===== src/rtl/snpu_entropy_pool.sv =====
// Entropy pool: 2-flop sync, masked XOR fold every DIV clks, repetition-count health test, pack to W-bit words, FWFT FIFO.
// Word visible 1 clk after its last bit; full FIFO without same-cycle pop drops the word (sticky overflow). Optional SNPU_VN_DEBIAS_EN.
module snpu_entropy_pool #(
    parameter int N_CH      = 32,
    parameter int W         = 16,
    parameter int DEPTH     = 4,
    parameter int DIV       = 4,
    parameter int RCT_LIMIT = 32
) (
    input  logic                     clk_i,
    input  logic                     rst_n_i,
    input  logic [N_CH-1:0]          raw_in_i,
    input  logic [N_CH-1:0]          ch_mask_i,
    input  logic                     freeze_i,
    input  logic                     out_ready_i,
    output logic                     out_valid_o,
    output logic [W-1:0]             out_data_o,
    output logic [$clog2(DEPTH):0]   fill_level_o,
    output logic                     overflow_o,
    output logic                     health_fail_o,
    input  logic                     health_clr_i
);

    localparam int PW = (DIV > 1) ? $clog2(DIV) : 1;
    localparam int RW = $clog2(RCT_LIMIT + 1);
    localparam int CW = $clog2(W);
    localparam int AW = $clog2(DEPTH);
    localparam logic [PW-1:0] PRESC_MAX = PW'(DIV - 1);
    localparam logic [RW-1:0] RUN_MAX   = RW'(RCT_LIMIT);
    localparam logic [CW-1:0] CNT_MAX   = CW'(W - 1);
    localparam logic [AW:0]   FILL_MAX  = (AW + 1)'(DEPTH);

    logic [N_CH-1:0] sync1_q, sync2_q;
    logic [PW-1:0]   presc_q, presc_d;
    logic [RW-1:0]   run_q, run_d, run_inc, run_nx;
    logic            last_q, last_d;
    logic [W-1:0]    acc_q, acc_d, acc_sh;
    logic [CW-1:0]   cnt_q, cnt_d;
    logic            hf_q, hf_d;
    logic            ovf_q, ovf_d;
    logic [W-1:0]    mem_q [DEPTH];
    logic [AW-1:0]   wr_q, wr_d, rd_q, rd_d;
    logic [AW:0]     fill_q, fill_d;

    logic tick, sample, fbit, trip, accept, emit, ebit, push, push_ok, pop, drop;

    always_comb begin
        presc_d = presc_q;
        tick    = 1'b0;
        if (!freeze_i) begin
            if (presc_q == PRESC_MAX) begin
                presc_d = '0;
                tick    = 1'b1;
            end else begin
                presc_d = presc_q + 1'b1;
            end
        end
    end

    assign sample  = tick && (|ch_mask_i);
    assign fbit    = ^(sync2_q & ch_mask_i);
    assign run_inc = (run_q == RUN_MAX) ? run_q : run_q + 1'b1;
    assign run_nx  = (fbit == last_q) ? run_inc : RW'(1);
    // A clear in the same cycle as a trip cancels the trip and its side effects.
    assign trip    = sample && (run_nx == RUN_MAX) && !health_clr_i;
    assign accept  = sample && !trip && !hf_q;

    always_comb begin
        run_d  = run_q;
        last_d = last_q;
        if (sample) begin
            run_d  = run_nx;
            last_d = fbit;
        end
        if (health_clr_i) begin
            run_d = '0;
        end
        hf_d = health_clr_i ? 1'b0 : (hf_q | trip);
    end

`ifdef SNPU_VN_DEBIAS_EN
    logic pend_q, pend_d, half_q, half_d;

    always_comb begin
        pend_d = pend_q;
        half_d = half_q;
        emit   = 1'b0;
        ebit   = half_q;
        if (trip) begin
            pend_d = 1'b0;
        end else if (accept) begin
            if (!pend_q) begin
                pend_d = 1'b1;
                half_d = fbit;
            end else begin
                pend_d = 1'b0;
                emit   = (half_q != fbit);
            end
        end
    end

    always_ff @(posedge clk_i) begin
        if (!rst_n_i) begin
            pend_q <= 1'b0;
            half_q <= 1'b0;
        end else begin
            pend_q <= pend_d;
            half_q <= half_d;
        end
    end
`else
    assign emit = accept;
    assign ebit = fbit;
`endif

    assign acc_sh = {acc_q[W-2:0], ebit};

    always_comb begin
        acc_d = acc_q;
        cnt_d = cnt_q;
        push  = 1'b0;
        if (trip) begin
            acc_d = '0;
            cnt_d = '0;
        end else if (emit) begin
            acc_d = acc_sh;
            if (cnt_q == CNT_MAX) begin
                cnt_d = '0;
                push  = 1'b1;
            end else begin
                cnt_d = cnt_q + 1'b1;
            end
        end
    end

    assign out_valid_o = (fill_q != '0);
    assign pop         = out_valid_o && out_ready_i;
    assign push_ok     = push && ((fill_q != FILL_MAX) || pop);
    assign drop        = push && !push_ok;

    always_comb begin
        wr_d   = push_ok ? wr_q + 1'b1 : wr_q;
        rd_d   = pop ? rd_q + 1'b1 : rd_q;
        fill_d = fill_q;
        if (push_ok && !pop) begin
            fill_d = fill_q + 1'b1;
        end else if (!push_ok && pop) begin
            fill_d = fill_q - 1'b1;
        end
        ovf_d = health_clr_i ? 1'b0 : (ovf_q | drop);
    end

    always_ff @(posedge clk_i) begin
        if (!rst_n_i) begin
            sync1_q <= '0;
            sync2_q <= '0;
            presc_q <= '0;
            run_q   <= '0;
            last_q  <= 1'b0;
            acc_q   <= '0;
            cnt_q   <= '0;
            hf_q    <= 1'b0;
            ovf_q   <= 1'b0;
            wr_q    <= '0;
            rd_q    <= '0;
            fill_q  <= '0;
            for (int i = 0; i < DEPTH; i++) begin
                mem_q[i] <= '0;
            end
        end else begin
            sync1_q <= raw_in_i;
            sync2_q <= sync1_q;
            presc_q <= presc_d;
            run_q   <= run_d;
            last_q  <= last_d;
            acc_q   <= acc_d;
            cnt_q   <= cnt_d;
            hf_q    <= hf_d;
            ovf_q   <= ovf_d;
            wr_q    <= wr_d;
            rd_q    <= rd_d;
            fill_q  <= fill_d;
            if (push_ok) begin
                mem_q[wr_q] <= acc_sh;
            end
        end
    end

    assign out_data_o    = out_valid_o ? mem_q[rd_q] : '0;
    assign fill_level_o  = fill_q;
    assign overflow_o    = ovf_q;
    assign health_fail_o = hf_q;

endmodule


===== config.mk =====
export PLATFORM = sky130hd
export DESIGN_NAME = snpu_entropy_pool
export DESIGN_NICKNAME = d
export VERILOG_FILES = /design/src/rtl/snpu_entropy_pool.sv
export SDC_FILE = /design/constraint.sdc
export NUM_CORES = 1
export LEC_CHECK = 0
export ABC_AREA = 1
export ABC_CLOCK_PERIOD_IN_PS = 4200
export CAP_MARGIN = 20
export CORE_ASPECT_RATIO = 2
export CORE_UTILIZATION = 56
export DETAILED_ROUTE_END_ITERATION = 8
export MAX_ROUTING_LAYER = met4
export PLACE_DENSITY = 0.8
export SLEW_MARGIN = 20
export SYNTH_ARGS = -nofsm -noshare
export SYNTH_HDL_FRONTEND = slang
export SYNTH_SLANG_ARGS = --single-unit

===== constraint.sdc =====
create_clock -name clk_i -period 4.2 [get_ports clk_i]
set_input_delay 0.84 -clock clk_i [delete_from_list [all_inputs] [get_ports clk_i]]
set_output_delay 0.84 -clock clk_i [all_outputs]
set_load 0.01 [all_outputs]

Word level (Yosys, flattened, before mapping)
Memory sizes are Yosys's and may differ from the RTL's. A register that Yosys moved wholly into a read port is not among the register bits.
Cells that the tools add are included.
{"block": "totals", "regBits": 101, "mem_bits_rw": 64, "in_bits": 69, "output_inout_bits": 22, "word_cells": 74, "memories": 1}
{"block": "classes", "add_sub_neg": 7, "n_eq_ne": 6, "mux": 21, "n_bitwise": 4, "reduce_logical": 23}
{"name": "mem_q", "words": 4, "word_bits": 16, "read_ports": 1, "rd_ports_with_merged_regs": 1, "write_ports": 4, "line": "41", "rtl": "logic [W-1:0] mem_q [DEPTH];"}
{"operator": "$and A32 B32 Y32", "count": 1}
{"operator": "$mux W16", "count": 2}
{"operator": "$reduce_or A32 Y1", "count": 1}
{"operator": "$reduce_xor A32 Y1", "count": 1}
{"operator": "$reduce_or A16 Y1", "count": 1}
{"operator": "$eq A6 B6 Y1 const B", "count": 2}
{"operator": "$mux W6", "count": 2}
{"operator": "$logic_and A1 B1 Y1", "count": 10}
{"operator": "$mux W1", "count": 10}
{"operator": "$mux W2", "count": 4}
{"operator": "$add A2 B1 Y2 const B", "count": 3}
{"operator": "$add A6 B1 Y6 const B", "count": 1}
{"operator": "$mux W3", "count": 2}
{"operator": "$logic_not A1 Y1", "count": 5}
{"operator": "$add A4 B1 Y4 const B", "count": 1}
{"operator": "$eq A4 B4 Y1 const B", "count": 1}
{"operator": "$mux W4", "count": 1}
{"operator": "$reduce_or A2 Y1", "count": 2}
{"operator": "$add A3 B1 Y3 const B", "count": 1}
{"operator": "$ne A3 B3 Y1 const B", "count": 1}
{"operator": "$reduce_bool A3 Y1", "count": 1}
{"operator": "$sub A3 B1 Y3 const B", "count": 1}
{"operator": "$eq A2 B2 Y1 const B", "count": 1}
{"operator": "$or A1 B1 Y1", "count": 2}
{"operator": "other kinds (4)", "count": 4}

Depth between registers and ports, before layout
Gate-level depths: netlist of run 1.
{"block": "depth", "word_depth": 18, "depth_mapped": 27}

Least setup slack after synthesis of run 1
OpenSTA, ideal clock, no wires.
{"block": "synth_timing", "kind": "input -> register", "start": "in ch_mask_i[1]", "end": "mem mem_q[1][0], enable pin", "setup_time_ps": 411, "arrival_time_ps": 3496, "t_required_ps": 3789, "slack_ps": 292, "path_stages": 21, "n_path_buf": 0, "cell_sequence": "nand2_1 > inv_1 > nand2_1 > nand2_1 > nand2_1 > nand2_1 > inv_1 > nand2_1 > nand2_1 > nand2_1 > nand2_2 > nand2_1 > nand3_2 > nand2_4 > nand2_1 > nor2_2 > nand2_4 > nand4_4 > nor2_8 > nand2_2 > o21ai_0"}
{"element": "start, declared", "line": "13", "rtl": "input logic [N_CH-1:0] ch_mask_i,"}
{"element": "end, declared", "line": "41"}

Final worst setup path of run 1
{"block": "layout_timing", "start": "in ch_mask_i[25]", "end": "reg fill_q[2], in the netlist fill_level_o[2]"}
{"block": "layout_between", "elab_chain_len": 16, "word_cells_on_any_way": 20, "classes_between": "eq/ne (2); mux (4); bitwise (1); reduce/logical (13)"}
{"element": "$and A32 B32 Y32", "line": "61", "rtl": "assign fbit = ^(sync2_q & ch_mask_i);"}
{"element": "$reduce_xor A32 Y1", "line": "61"}
{"element": "$eq A1 B1 Y1", "line": "63", "rtl": "assign run_nx = (fbit == last_q) ? run_inc : RW'(1);"}
{"element": "$mux W6", "line": "63"}
{"element": "$eq A6 B6 Y1", "line": "65", "rtl": "assign trip = sample && (run_nx == RUN_MAX) && !health_clr_i;"}
{"element": "$logic_and A1 B1 Y1 (2 in series)", "line": "65"}
{"element": "$logic_not A1 Y1", "line": "66", "rtl": "assign accept = sample && !trip && !hf_q;"}
{"element": "$logic_and A1 B1 Y1 (2 in series)", "line": "66"}
{"element": "$mux W1", "line": "125", "rtl": "end else if (emit) begin"}
{"element": "$mux W1 *", "line": "122", "rtl": "if (trip) begin"}
{"element": "$logic_and A1 B1 Y1 *", "line": "138", "rtl": "assign push_ok = push && ((fill_q != FILL_MAX) || pop);"}
{"element": "net push_ok", "line": "45", "rtl": "logic tick, sample, fbit, trip, accept, emit, ebit, push, push_ok, pop, drop;"}
{"element": "$logic_not A1 Y1", "line": "147", "rtl": "end else if (!push_ok && pop) begin"}
{"element": "$logic_and A1 B1 Y1", "line": "147"}
{"element": "$reduce_bool A2 Y1 (no source line)"}
{"element": "end signal, assigned", "line": "182", "rtl": "fill_q <= fill_d;"}
{"element": "end, declared", "line": "43", "rtl": "logic [AW:0] fill_q, fill_d;"}
Mark *: on every way through the listed nets, which the timed path passes. The rest lies on a longest branch.
A chain may end at the register's enable or synchronous reset.

==> results of run 1 <==
==> per-layer routing <==
| metal | GRT usage, % | wire [microns] |
|---|---|---|
| met4 | 12.4 | 546 |
| met5 | - | 0 |
| met3 | 3.95 | 507 |
| met1 | 20.8 | 5100 |
| met2 | 46.2 | 8620 |
==> cell families (layout without fill, tap and decap cells) <==
| logic type | Yosys count | count (layout) | synth area share, % |
|---|---|---|---|
| AOI/OAI and AO/OA | 106 | 106 | 7.22 |
| DFF | 167 | 167 | 53.6 |
| xor gates and xnor gates | 13 | 13 | 1.53 |
| adders and majority gates | 6 | 6 | 1.11 |
| buffers and inverters | 163 | 267 | 8.80 |
| and+or+nand+nor | 452 | 452 | 27.8 |
==> report_power, final <==
part           leakage (uW)  total (uW)  internal [uW]  switching (uW)
clock network      0.000278        1480            864             612
logic               0.00226         895            391             504
registers           0.00148        1800           1760            41.7
==> flip-flops by register name, indices dropped and copies added, names as in the netlist, named ones only <==
name,flops
rd_q,2
fill_level_o,3
presc_q,2
cnt_q,4
sync1_q,32
sync2_q,32
run_q,6
wr_q,2
overflow_o,1
last_q,1
mem_q,64
acc_q,15
health_fail_o,1
==> path summary, 6_finish.rpt <==
check                                    from         endpoint  slack (ps)  depth (start not counted)
worst max-delay path            ch_mask_i[25]  fill_level_o[2]         510                         25
worst min-delay path              sync1_q[26]      sync2_q[26]         410                          2
worst max register to register    sync2_q[25]  fill_level_o[2]        1100                         24
worst min register to register    sync1_q[26]      sync2_q[26]         410                          2
==> Yosys cell counts (2+ instances only) <==
| library cell | n |
|---|---|
| nor3_1 | 4 |
| nand4_1 | 3 |
| xnor2_1 | 5 |
| a21oi_1 | 45 |
| nand2_4 | 2 |
| ha_1 | 5 |
| nor2_1 | 127 |
| inv_1 | 131 |
| o21ai_1 | 10 |
| nand3_2 | 3 |
| nor2_4 | 10 |
| buf_2 | 3 |
| nand3_1 | 32 |
| o21ai_0 | 48 |
| clkbuf_1 | 21 |
| nor2_2 | 7 |
| buf_6 | 3 |
| edfxtp_1 | 64 |
| nor4_1 | 8 |
| nand2_2 | 7 |
| xor2_1 | 8 |
| nand2_1 | 231 |
| dfxtp_1 | 103 |
| nor3_2 | 14 |
| nand4_4 | 2 |
==> metrics by stage <==
stage | hold slack, ps | utilization, %
after CTS | 408 | 69.6
after global placement | 392 | 65.2
after detailed placement | 396 | 65.2
after floorplan | 390 | -
final | 406 | 69.6
after global routing | 421 | 69.6
==> cell type report <==
| class | count | area (sq um) |
|---|---|---|
| Sequential cell | 167 | 3980 |
| Tap cell | 152 | 190 |
| Fill cell | 1021 | 3950 |
| Multi-Input combinational cell | 577 | 2800 |
| Timing Repair Buffer | 102 | 998 |
| Clock buffer | 22 | 474 |
| Inverter | 133 | 499 |
| Clock inverter | 10 | 95.1 |
==> worst register-to-register path: cells and delay by family, from the launching register on <==
family | cells | cell delay (ps)
simple gates | 18 | 1690
fa+ha+maj | 2 | 540
flops | 1 | 320
xor+xnor | 1 | 220
compound gates | 2 | 180
buf+inv | 1 | 60
==> results.md, run 1 <==
* Outcome: finished, final reports clean
* Chip Width at around 83 microns
* Share of layout cells above drive strength 1 at 8.90%
* Crit path buf inv count at 2
* H-tree Lvls at 4
* RSZ-0062 raised after global routing: no
* Die ar. at 13800 sq um
* # resized after CTS at 0
* Clock Latency Late Sink at approximately 420 ps
* PwrDens at 462 nW/um^2
* Top delay family on crit path: simple AND/OR/NAND/NOR gates
* Final Cell Area at 9040 sq um
* Post-Syn Nets at 982
* Post-CTS Setup Bufs at 0
* Setup violators final at 0
* First-pass GRT wire length at 24600 microns
* Endpoints failing hold at 0
* Setup TNS at 0 ps
* Commonest non-fill, non-tap cell in the layout: nand2_1
* Final ANT Viol Nets at 0
* Initial cell density of the core at 57.2%
* Ys Warns at 0
* Crit end category: register
* Area after DPL at 8470 sq um
* Root buf cell: clkbuf_16
* First-pass iteration count of the detailed router at 5
* Via density at 5.04
* NumNets Final at 1073
* Synth Instances at 907
* Core ar. at 13000 sq um
* Max Root-Sink Buffers at 2
* Startpoint types: input port
* HP Class: reg2reg
* Syn avg cell area at 8.20 sq um
* Cell Area, Synth at 7440 sq um
* Most used cell, CP: nand2_1
* Most frequent cells in the layout: nand2_1, inv_1, nor2_1
* Die Ht at between 150 and 200 microns
* # rows at just under 60
* Top_reg_cell synth: dfxtp_1
* Rel. slew slack at between 30% and 40%
* Worst-Margin Slew at 1030 ps
* Gr usage total at 23.4%
* Layout overhead on the synthesized area at 21.6%
* Max frequency at approximately 270 MHz
* Max-cap violation count at 0
* WP data required at 4560 ps
* Setup WS post-layout at 506 ps
* Gpl congestion at 0.933
* Vias in the first global route at 5685
* TritonCTS clock tree: done
* Area leader, netlist: dfxtp_1
* Final wirelength at 14800 microns
* Via count at 5866
* P_leak at 0.00401 uW
* Crit path max-delay cell type: clkdlybuf4s50_1
* Synthesized flop and latch total at roughly 170
* Port Buf Inserts at 90
* Remaining Overflow, GRT at 0
* Minimum clock period at 3690 ps
* Pin count of the biggest net entering global routing at 66
* Ant. Diodes at 0
* VDD IR max at between 0.0003 and 0.0004 V
* Wire length per cell at 12.7 microns
* 1st-iter DRT viols at 267
* Residual DRC count at 0
* Skew final at 10.4 ps
* Largest stage delay, worst path at 490 ps
* Period utilization at between 80% and 90%
* Synth unique cells at 36
* Placed Cells at about 1100
* Initial antenna violation count at 0
* Clk sinks at 167
* Hold Buf Count CTS at 0
* Final Power at 4180 uW
* Setup slack at placement at 125 ps
* Final Non-Filler Cells at between 1000 and 1500
* Worst Path Max Fanout at 5
* Seq/Total Area, Yosys at between 50 and 60%
* Hpwl dp at 10600 microns
* FFs w/ async S/R, synth at 0%
* Slew Limit Fails at 0
* CP Class: in2reg
* I/O Pins at 91
* Top post-synthesis cells by area: dfxtp_1, edfxtp_1, nand2_1
* Yosys top cell area share at 27.7%
* Crit path arrival time at between 4000 and 5000 ps
* CTS Buf Count at 17
* EDFF count, synth at 64
* Clock slew at reported path FFs at about 70 ps
(Power assumes the default switching activity.)
==> run 2: changes to the inputs <==
SLEW_MARGIN = 30   (was 20)
==> run 2 against run 1 <==
First-iteration DRC count fell by 18%. Utilization hardly changed. Sequential share of layout area about the same. Die area unchanged. Non-clock buffer count stayed put. Clock skew is 0.51 ps higher. Flip-flop and latch count did not move. Critical path depth unchanged. Clock power about the same. Final area barely moved. Critical path type unchanged. Critical endpoint unchanged. Largest cell class unchanged. Largest power group unchanged.
==> results.md, run 2 (synthesis results as in run 1) <==
* Worst-Margin Slew at 819 ps
* 1st-iter DRT viols at 218
* Final Power at roughly 4200 uW
* Startpoint types: input port
* Root buf cell: clkbuf_16
* Regs by FF count: mem_q x64, sync1_q x32, sync2_q x32
* Top reg by flops: mem_q
* Die Ht at 165 microns
* Fillers at ~1000
* Max frequency at roughly 270 MHz
* WP data required at 4560 ps
* Most used cell, CP: nand2_1
* Remaining Overflow, GRT at 0
* Setup TNS at 0 ps
* VDD IR max at 0.000333 V
* Final wirelength at around 15000 microns
* CTS Buf Count at 17
* Port Buf Inserts at 90
* R2R setup slack at 1080 ps
* Pin count of the biggest net entering global routing at 66
* CP Launch Point: ch_mask_i[25]
* Wire length per cell at 12.7 microns
* Vias in the first global route at 5685
* Crit end category: register
* Layout overhead on the synthesized area at 21.6%
* Initial cell density of the core at a little under three fifths
* Chip Width at approximately 83 microns
* Hpwl dp at 10600 microns
* Via density at 5.03
* Initial antenna violation count at 0
* Period utilization at between 80 and 90%
* Final Cell Area at about 9000 sq um
* TritonCTS clock tree: done
* Worst hold start: sync1_q[26]
* First-pass iteration count of the detailed router at 5
* Crit path arrival time at between 4000 and 5000 ps
* Met1 WL at 5070 microns
* Max FFs per register at 64
* Gpl congestion at 0.933
* Die ar. at 13800 sq um
* Setup violators final at 0
* NumNets Final at approximately 1100
* Hold Buf Count CTS at 0
* Worst r2r src: sync2_q[25]
* Ant. Diodes at 0
* Most frequent cells in the layout: nand2_1, inv_1, nor2_1
* RSZ-0062 raised after global routing: no
* Slew Limit Fails at 0
* Core ar. at 13000 sq um
* Final Core Density at between 60% and 70%
* H-tree Lvls at 4
* HP Class: reg2reg
* Max Used Layer: met4
* Gr usage total at 23.4%
* Met3 wire len at 530 microns
* First-pass GRT wire length at 24600 microns
* Post-CTS Setup Bufs at 0
* Minimum clock period at 3710 ps
* Largest stage delay, worst path at 490 ps
* Share of layout cells above drive strength 1 at 9.00%
* Clock slew at reported path FFs at 70 ps
* I/O Pins at 91
* Worst Path Max Fanout at 5
* Area after DPL at 8470 sq um
* Via count at 5845
* Max Root-Sink Buffers at 2
* Clk sinks at 167
* Clock Latency Late Sink at about 420 ps
* Crit path max-delay cell type: clkdlybuf4s50_1
* Final ANT Viol Nets at 0
* Endpoints failing hold at 0
* Rel. slew slack at 45.3%
* Top delay family on crit path: simple AND/OR/NAND/NOR gates
* P_leak at 0.00401 uW
* WL met2 at 8750 microns
* CP Class: in2reg
* Outcome: finished, final reports clean
* PwrDens at ~460 nW/um^2
* Max-cap violation count at 0
* Crit path buf inv count at 2
* Skew final at 10.9 ps
* Residual DRC count at 0
* Commonest non-fill, non-tap cell in the layout: nand2_1
* # rows at 59
* # resized after CTS at 0
==> run 2: changes by cell type in the layout (fill, tap and decap cells not counted) <==
cell,before,now
nand2_2,7,8
nand2_1,231,230
==> run 2: final cells by class <==
class                   count  area (sq um)  area share [%]
clock buffers              22           474            5.24
clock inverters            10          95.1            1.05
inverters                 133           499            5.52
multi-input cells         577          2800            31.0
flip-flops and latches    167          3980            44.1
well taps                 152           190            2.10
repair buffers            102           998            11.0
==> run 2: metrics by stage <==
stage                     cells  setup slack [ps]  hold WS (ps)
final                      1163               488           406
after global routing       1163               185           421
after floorplan             907               292           390
after global placement     1131               231           392
after detailed placement   1131               125           396
after CTS                  1163               531           408
==> run 2: per-layer routing <==
metal  up-vias  track usage [%]
li1       3028                -
met1      2661             20.8
met2       119             46.2
met3        37             3.95
met4         0             12.4
met5         -                -
==> run 2: path summary, 6_finish.rpt <==
| check | end | cells after the start |
|---|---|---|
| max | fill_level_o[2] | 25 |
| max reg2reg | fill_level_o[2] | 24 |
| min reg2reg | sync2_q[26] | 2 |
| min | sync2_q[26] | 2 |
==> run 2: where the power goes <==
group          switching [uW]  leakage (uW)  total, uW  internal (uW)
Sequential               41.9       0.00148       1800           1760
Combinational             504       0.00226        895            391
Clock                     612      0.000278       1480            864
Total                    1160       0.00401       4180           3020
==> run 2: worst reg2reg max path, stage by stage, from the launching register on <==
cell,delay [ps]
dfxtp_1,320
nand2_1,100
xnor2_1,220
nand2_1,110
nand2_1,110
nand2_1,60
nand2_1,70
nand2_1,50
nand2_1,130
nand2_1,110
nand3_1,90
nand3_1,120
nand2_1,100
nor2_2,50
nand2_4,70
nand4_4,140
nor2_8,170
ha_1,160
inv_1,60
fa_1,380
nor2_1,110
nor2_1,40
nand2_1,70
o21ai_0,70
a21oi_1,110
==> run 3: changes to the inputs <==
ABC_AREA = default   (was 1)
CORE_UTILIZATION = 55   (was 56)
==> run 3 against run 2 <==
Final area down 5.6%. Synthesized area decreased by 8.4%. Hold slack better by 23 ps. Critical path depth shrank 11. Power shrank 14%. Sequential power shrank 2%. Largest power group unchanged.
==> results.md, run 3 <==
* Outcome: finished, final reports clean
* Crit path arrival time at about 4200 ps
* Minimum clock period at a little under 4000 ps
* Worst r2r src: sync2_q[15]
* Top post-synthesis cells by area: dfxtp_1, edfxtp_1, and2_1
* Most frequent cells in the layout: and2_1, dfxtp_1, clkdlybuf4s50_1
* Max frequency at 257 MHz
* PwrDens at 423 nW/um^2
* Hpwl dp at 10100 microns
* Multi-input gate area at 2690 sq um
* # rows at 57
* # resized after CTS at 0
* Clock slew at reported path FFs at 70 ps
* Synth Instances at between 500 and 600
* Ys Warns at 0
* First-pass iteration count of the detailed router at 4
* Worst Hold Endpoint: sync2_q[17]
* Root buf cell: clkbuf_16
* Clock Latency Late Sink at 430 ps
* Max Root-Sink Buffers at 2
* 1st-iter DRT viols at 217
* TritonCTS clock tree: done
* RSZ-0062 raised after global routing: no
* Post-CTS Setup Bufs at 0
* Die ar. at 12900 sq um
* Layout overhead on the synthesized area at 25.3%
* Hold_ws at 429 ps
* Via count at 4466
* Endpoints failing hold at 0
* EDFF count, synth at 64
* Met3 wire len at between 400 and 500 microns
* Placed Cells at roughly 800
* Hold depth at 1
* Worst Path Max Fanout at 2
* Core ar. at 12100 sq um
* Die Ht at 159 microns
* NumNets Final at 753
* Combinational fraction of design power at 7.9%
* P_int at around 2800 uW
* Regs by FF count: mem_q x64, sync1_q x32, sync2_q x32
* Startpoint types: input port
* Synthesized flop and latch total at 167
* Remaining Overflow, GRT at 0
* Top_reg_cell synth: dfxtp_1
* Skew final at ~15 ps
* Sw Ratio at 23.2%
* Worst r2r path cells at 13
* Final Core Density at 70.4%
* Gpl congestion at 0.821
* FFs w/ async S/R, synth at 0%
* Seq/Total Area, Yosys at 58.5%
* Period utilization at 92.5%
* Cell with the most instances after synthesis: and2_1
* Storage cell area at 3980 sq um
* Share of layout cells above drive strength 1 at a little over a tenth
* Pin count of the biggest net entering global routing at 48
* Top reg by flops: mem_q
* H-tree Lvls at 4
* Final ANT Viol Nets at 0
* Initial antenna violation count at 0
* Via density at around 5.3
* Max-cap violation count at 0
* WL met2 at just over 8000 microns
* Vias in the first global route at ~4800
* Slew Limit Fails at 0
* Post-Syn Nets at 656
* Final Power at 3610 uW
* Synth unique cells at 43
* Ant. Diodes at 0
* VDD IR max at around 0.00036 V
* Area leader, netlist: dfxtp_1
* Final Cell Area at roughly 8500 sq um
* Wire length per cell at 16.5 microns
* WP data required at 4550 ps
* Hold Buf Count CTS at 0
* HP Class: reg2reg
* Synth cell count leaders: and2_1, dfxtp_1, edfxtp_1
* Worst hold start: sync1_q[17]
* Commonest non-fill, non-tap cell in the layout: and2_1
* CP Class: in2reg
* Sequential power share at 48.7%
* Clk network pwr share at 43.4%
* P_leak at 0.00317 uW
* Final Non-Filler Cells at around 840
* Rel. slew slack at 46.6%
* Clk sinks at between 150 and 200
* Max Used Layer: met4
* Syn avg cell area at between 10 and 15 sq um
* I/O Pins at 91
* R2R setup slack at 940 ps
* Worst-Margin Slew at roughly 800 ps
* Chip Width at roughly 81 microns
* Initial cell density of the core at 56.2%
* Yosys top cell area share at 30.3%
* Cell Area, Synth at 6810 sq um
* Final wirelength at 13800 microns
* RR Endpoint: fill_level_o[2]
* Residual DRC count at 0
* First-pass GRT wire length at 22500 microns
* Max FFs per register at 64
* Area after DPL at 7930 sq um
* Port Buf Inserts at 90
* Met1 WL at around 4600 microns
* CTS Buf Count at 17
* Crit end category: register
* Setup violators final at 0
* Fillers at 866
* Gr usage total at 24.5%
* Sw power at 837 uW
run 3: worst max-delay path, cell delays in order:
cell and delay [ps]:
clkdlybuf4s50_1 510, nand2_1 80, xnor2_1 350, xnor2_1 180, xnor2_1 120, xnor2_2 270
xnor3_2 430, a21oi_4 190, ha_1 210, inv_1 60, fa_1 380, xor2_1 170
or3_1 310, a21oi_1 140
run 3: stage by stage:
step,setup WS (ps),setup TNS (ps)
floorplan,645,0
global placement,-71.6,-71.6
detailed placement,-134,-134
CTS,280,0
global route,204,0
finish,315,0
run 3: worst max path at each step:
stage	from	end	slack, ps
2_1_floorplan	ch_mask_i[10]	fill_level_o[2]	640
3_3_place_gp	ch_mask_i[15]	fill_level_o[2]	-70
5_1_grt	ch_mask_i[15]	fill_level_o[2]	200
4_1_cts	ch_mask_i[15]	fill_level_o[2]	280
3_5_place_dp	ch_mask_i[15]	fill_level_o[2]	-130
6_report	ch_mask_i[15]	fill_level_o[2]	320
run 3: layout make-up:
type / instances / share of cell area (%)
Sequential cell: 167 / 46.7
Multi-Input combinational cell: 379 / 31.5
Timing Repair Buffer: 106 / 12.3
Clock buffer: 18 / 5.28
Tap cell: 147 / 2.15
Clock inverter: 14 / 1.82
Inverter: 7 / 0.308
run 3: routing by layer:
layer  global-route usage, %  up-vias
met5                       -        -
met4                    14.3        0
met3                    4.81       43
met2                    45.5      143
met1                    21.6     2114
li1                        -     2166
run 3: logic make-up after synthesis:
group                      Yosys count  synth area share (%)
AOI/OAI and AO/OA                   25                  2.55
xor gates and xnor gates            42                  5.73
adders and majority gates            6                  1.21
buffers and inverters               35                  2.17
DFF                                167                  58.5
muxes                               34                  7.93
and+or+nand+nor                    272                  21.9
run 3: power groups by stage:
stage	Clock (uW)	Combinational [uW]	Sequential, uW
CTS	1580	288	1760
floorplan	0	149	1780
detailed placement	0	287	1790
global placement	0	279	1790
finish	1570	286	1760
global route	1660	306	1760
